**config.mk**
```make
export PLATFORM = sky130hd
export DESIGN_NAME = regfile_rd_arbiter
export DESIGN_NICKNAME = d
export VERILOG_FILES = /design/src/rtl/regfile_rd_arbiter.sv
export SDC_FILE = /design/constraint.sdc
export NUM_CORES = 1
export LEC_CHECK = 0
export BUFFER_PORTS_ARGS = -buffer_cell sky130_fd_sc_hd__buf_2
export CORE_UTILIZATION = 25
export DETAILED_ROUTE_END_ITERATION = 12
export PLACE_DENSITY = 0.5
export RECOVER_POWER = 50
export SLEW_MARGIN = 5
export SYNTH_ARGS = -nofsm -noshare
export SYNTH_HDL_FRONTEND = slang
export SYNTH_SLANG_ARGS = --single-unit
```
**constraint.sdc**
```tcl
create_clock -name clk -period 2.7 [get_ports clk]
set_input_delay 0.675 -clock clk [delete_from_list [all_inputs] [get_ports clk]]
set_output_delay 0.675 -clock clk [all_outputs]
set_load 0.02 [all_outputs]
```
**src/rtl/regfile_rd_arbiter.sv**
```systemverilog
`default_nettype none
// ============================================================================
//  Module   : regfile_rd_arbiter
//  Purpose  : Round-robin arbiter sharing one register-file read port among
//             NREQ requesters. Issues at most one grant per cycle, drives the
//             read-port select from a register and returns the captured read
//             data to the winner one cycle after its grant.
//  Ports    :
//    clk        in   clock, rising edge
//    rst_n      in   asynchronous active-low reset
//    req        in   [NREQ]     per-requester request, held until gnt
//    req_addr   in   [NREQ*AW]  packed indices, requester i at [i*AW +: AW]
//    gnt        out  [NREQ]     registered one-hot grant pulse
//    mux_sel    out  [AW]       registered read-port select
//    mux_data   in   [DW]       combinational read-port data for mux_sel
//    rsp_valid  out  [NREQ]     registered one-hot response-valid pulse
//    rsp_data   out  [DW]       registered read data
//  Revision : 1.0  initial release
// ============================================================================
module regfile_rd_arbiter #(
    parameter int NREQ = 4,
    parameter int AW   = 4,
    parameter int DW   = 32
) (
    input  logic               clk,
    input  logic               rst_n,
    input  logic [NREQ-1:0]    req,
    input  logic [NREQ*AW-1:0] req_addr,
    output logic [NREQ-1:0]    gnt,
    output logic [AW-1:0]      mux_sel,
    input  logic [DW-1:0]      mux_data,
    output logic [NREQ-1:0]    rsp_valid,
    output logic [DW-1:0]      rsp_data
);

    localparam int              IW       = (NREQ > 1) ? $clog2(NREQ) : 1;
    localparam logic [NREQ-1:0] ONE_HOT0 = NREQ'(1);
    localparam logic [IW-1:0]   LAST_RST = IW'(NREQ - 1);

    // ------------------------------------------------------------------
    // State
    // ------------------------------------------------------------------
    logic [NREQ-1:0] gnt_q,       gnt_d;
    logic [AW-1:0]   mux_sel_q,   mux_sel_d;
    logic [IW-1:0]   last_q,      last_d;
    logic            s1_valid_q,  s1_valid_d;
    logic [IW-1:0]   s1_id_q,     s1_id_d;
    logic [NREQ-1:0] rsp_valid_q, rsp_valid_d;
    logic [DW-1:0]   rsp_data_q,  rsp_data_d;

    // ------------------------------------------------------------------
    // Arbitration
    // ------------------------------------------------------------------
    logic [NREQ-1:0] eligible;
    logic            win_found;
    logic [IW-1:0]   win_idx;
    logic [IW-1:0]   cand;
    logic [AW-1:0]   win_addr;

    always_comb begin
        // A requester whose grant is visible this cycle is still holding
        // req; masking it here keeps one request from winning twice.
        eligible  = req & ~gnt_q;
        win_found = 1'b0;
        win_idx   = '0;
        cand      = '0;
        // Scan last+1, last+2, ... wrapping; the first eligible index wins.
        for (int k = 1; k <= NREQ; k++) begin
            cand = IW'((int'(last_q) + k) % NREQ);
            if (!win_found && eligible[cand]) begin
                win_found = 1'b1;
                win_idx   = cand;
            end
        end
        win_addr = req_addr[int'(win_idx)*AW +: AW];
    end

    // ------------------------------------------------------------------
    // Next-state: issue stage and capture stage
    // ------------------------------------------------------------------
    always_comb begin
        gnt_d       = '0;
        mux_sel_d   = mux_sel_q;
        last_d      = last_q;
        s1_valid_d  = 1'b0;
        s1_id_d     = s1_id_q;
        rsp_valid_d = '0;
        rsp_data_d  = rsp_data_q;

        if (win_found) begin
            gnt_d      = ONE_HOT0 << win_idx;
            mux_sel_d  = win_addr;
            last_d     = win_idx;
            s1_valid_d = 1'b1;
            s1_id_d    = win_idx;
        end

        // mux_sel still holds the winner's index during this cycle, so the
        // read port is presenting that winner's data right now.
        if (s1_valid_q) begin
            rsp_valid_d = ONE_HOT0 << s1_id_q;
            rsp_data_d  = mux_data;
        end
    end

    always_ff @(posedge clk or negedge rst_n) begin
        if (!rst_n) begin
            gnt_q       <= '0;
            mux_sel_q   <= '0;
            last_q      <= LAST_RST;
            s1_valid_q  <= 1'b0;
            s1_id_q     <= '0;
            rsp_valid_q <= '0;
            rsp_data_q  <= '0;
        end else begin
            gnt_q       <= gnt_d;
            mux_sel_q   <= mux_sel_d;
            last_q      <= last_d;
            s1_valid_q  <= s1_valid_d;
            s1_id_q     <= s1_id_d;
            rsp_valid_q <= rsp_valid_d;
            rsp_data_q  <= rsp_data_d;
        end
    end

    assign gnt       = gnt_q;
    assign mux_sel   = mux_sel_q;
    assign rsp_valid = rsp_valid_q;
    assign rsp_data  = rsp_data_q;

endmodule
`default_nettype wire

```
==> results.json <==
{
  "rsz0062_at_grt": "false",
  "drv_slew": 31,
  "cts_buffer_depth": 2,
  "drive_gt1_share_pct": 56.06,
  "routedWlPerCell_um": 13.12,
  "wl_mm": 4.841,
  "max-vdd-ir-drop_uv": 319.1,
  "violations": "max-capacitance violations, max-slew violations",
  "power_leakage_nw": 1.379,
  "rrSetupSlack_ns": 0.57,
  "rr_startpoint": "s1_valid_q",
  "cp.required_ns": 2.88,
  "post-place-cells": 361,
  "power.total_w": 0.002624,
  "synth_top_area_share_pct": 54.24,
  "die_h_um": 95.13,
  "cts_tree": "built",
  "grt_usage_pct": 10.77,
  "drt_pass1_iterations": 4,
  "finalCoreUtilization_pct": 34.39,
  "relSlewSlack_pct": -8.420,
  "core-area_um2": 8299,
  "final-hold-violation-count": 0,
  "fmaxAchievable_ghz": 0.4700,
  "period_needed_ns": 2.128,
  "cp_max_fo": 20,
  "worstMarginPinSlew_ns": 1.626,
  "crit_slowest_cell": "clkbuf_1",
  "worstHoldPathType": "register to register",
  "critPathLaunchType": "register",
  "cts_made_buffers": 5,
  "crit_family": "buffers and inverters",
  "status": "finished with violations",
  "drv_cap": 1,
  "port_buffers": 97,
  "netlist_instances": 162,
  "vias": 1677,
  "finalWeightedCongestion": 0.7673,
  "route.detailed.drc": 0,
  "crit_chain": "clkbuf_1, mux2_2",
  "cp-startpoint": "s1_valid_q",
  "synthFlopType": "dfrtp_1",
  "yosys_register_bits": 49,
  "clock_skew_ns": 0.002999,
  "yosys_warnings": 0,
  "post_cts_buffers": 0,
  "fin_area_um2": 2854,
  "synth_edf_count": 0,
  "cp_num_buf_inv": 1,
  "r2r-end": "rsp_data[30]",
  "dpl_cell_area_um2": 2795,
  "powerDensity_nw_per_um2": 919.3,
  "grt_pass1_wl_mm": 7.527,
  "antenna_found_initial": 0,
  "drtAntennaViolNets": 0,
  "ys_seq_area_share_pct": 56.66,
  "path_depth": 2,
  "dieArea_um2": 9050,
  "synth_top_area_cell": "dfrtp_1",
  "netlist-cell-type-count": 41,
  "gr-total-overflow": 0,
  "pin_count": 98,
  "diodes": 0,
  "nets": 317,
  "yosysMostFrequentCell": "dfrtp_1",
  "finalSetupViolations": 0,
  "synth_nets": 216,
  "final_cells": 369,
  "synth_area_per_cell_um2": 13.38,
  "viasPerCell": 4.545,
  "end_kind": "register",
  "hold_buffers": 0,
  "synth_area_leaders": "dfrtp_1 54%, mux2_2 17%, mux2i_1 3.2%",
  "path_class": "register to register",
  "finalCritPeriodShare_pct": 78.80,
  "synthTopCellsByCount": "47 x dfrtp_1, 32 x mux2_2, 7 x mux2i_1, 7 x nor4_1, 6 x o21ai_0",
  "fin_tns_setup_ns": 0,
  "critPathMaxStageDelay_ns": 0.82,
  "drt-initial-drc-count": 28,
  "netlist_area_um2": 2168,
  "crit_arrival_ns": 2.31,
  "die_width_um": 95.13,
  "clock_sinks": 49,
  "clkSlewWorstSetupHoldPaths_ns": 0.09,
  "synthArstFlopShare_pct": 100.0,
  "htreeDepth": 2,
  "grt_pass1_vias": 1537,
  "root_buffer": "clkbuf_8",
  "start_util_pct": 26.13,
  "grt_max_degree": 31,
  "area_growth_pct": 31.62,
  "r2r_cells": 2,
  "dp_hpwl_mm": 3.724,
  "rows": 33,
  "cts_resized": 0,
  "clock_latency_ns": 0.29,
  "crit_end": "rsp_data[30]"
}
-- metrics by stage --
stage | setup WS [ns] | hold WS (ns)
after floorplan | 0.7644 | 0.3794
after CTS | 0.7946 | 0.4271
after global routing | 0.3304 | 0.5235
final | 0.5725 | 0.5051
after global placement | 0.5423 | 0.4850
after detailed placement | 0.4741 | 0.4867
-- per-layer routing --
layer  track usage, %  routed length [µm]
met1            14.84                2318
met2            17.32                2174
met3            2.791                 335
met4            1.515                  12
met5                0                   0
-- sequential cells by signal, indices dropped and copies added (netlist names) --
name,flops
gnt,4
last_q,2
mux_sel,4
rsp_data,32
rsp_valid,4
s1_id_q,2
s1_valid_q,1
-- worst min path at each step --
stage / start / end / slack (ns) / cells past startpoint
finish: rsp_data[19] / rsp_data[19] / 0.51 / 1
global route: rsp_data[18] / rsp_data[18] / 0.52 / 1
CTS: rst_n / rsp_data[13] / 0.43 / 1
detailed placement: mux_sel[1] / mux_sel[1] / 0.49 / 2
global placement: rsp_data[11] / rsp_data[11] / 0.49 / 1
floorplan: rst_n / gnt[0] / 0.38 / 0
-- layout make-up --
type	instances	area (µm²)
clock buffers	6	72.57
well taps	105	131.4
clock inverters	2	10.01
flip-flops and latches	49	1229
repair buffers	102	511.7
inverters	5	18.77
multi-input cells	100	880.8
fillers	829	5445
-- worst reg2reg max path, delay by kind of cell (launching register included) --
kind,cells,cell delay (ns)
muxes,1,0.42
buffers and inverters,1,0.83
DFF,1,0.78
-- cells by family (layout without fill, tap and decap cells) --
group	Yosys count	count (layout)	synth area share, %
DFF	49	49	56.66
muxes	39	39	19.85
and+or+nand+nor	39	39	12.06
AOI/OAI and AO/OA	22	22	8.714
buffers and inverters	13	115	2.712
-- report_power, final --
group	internal [W]	switching (W)
logic	0.000474	0.000643
registers	0.000944	0.000148
clock network	0.000180	0.000234
total	0.00160	0.00103
-- placed cells by master (no fill, tap or decap), types with 3 or more instances in the layout --
cell / n
nor4_1: 7
mux2i_1: 7
dfrtp_1: 47
mux2_2: 32
nor2_1: 5
and3_1: 3
clkbuf_8: 5
clkbuf_1: 6
buf_2: 94
nand2_1: 5
o311ai_1: 3
o21ai_0: 6
buf_4: 3
inv_1: 5
Note: power is estimated with default switching activity, not from simulation.
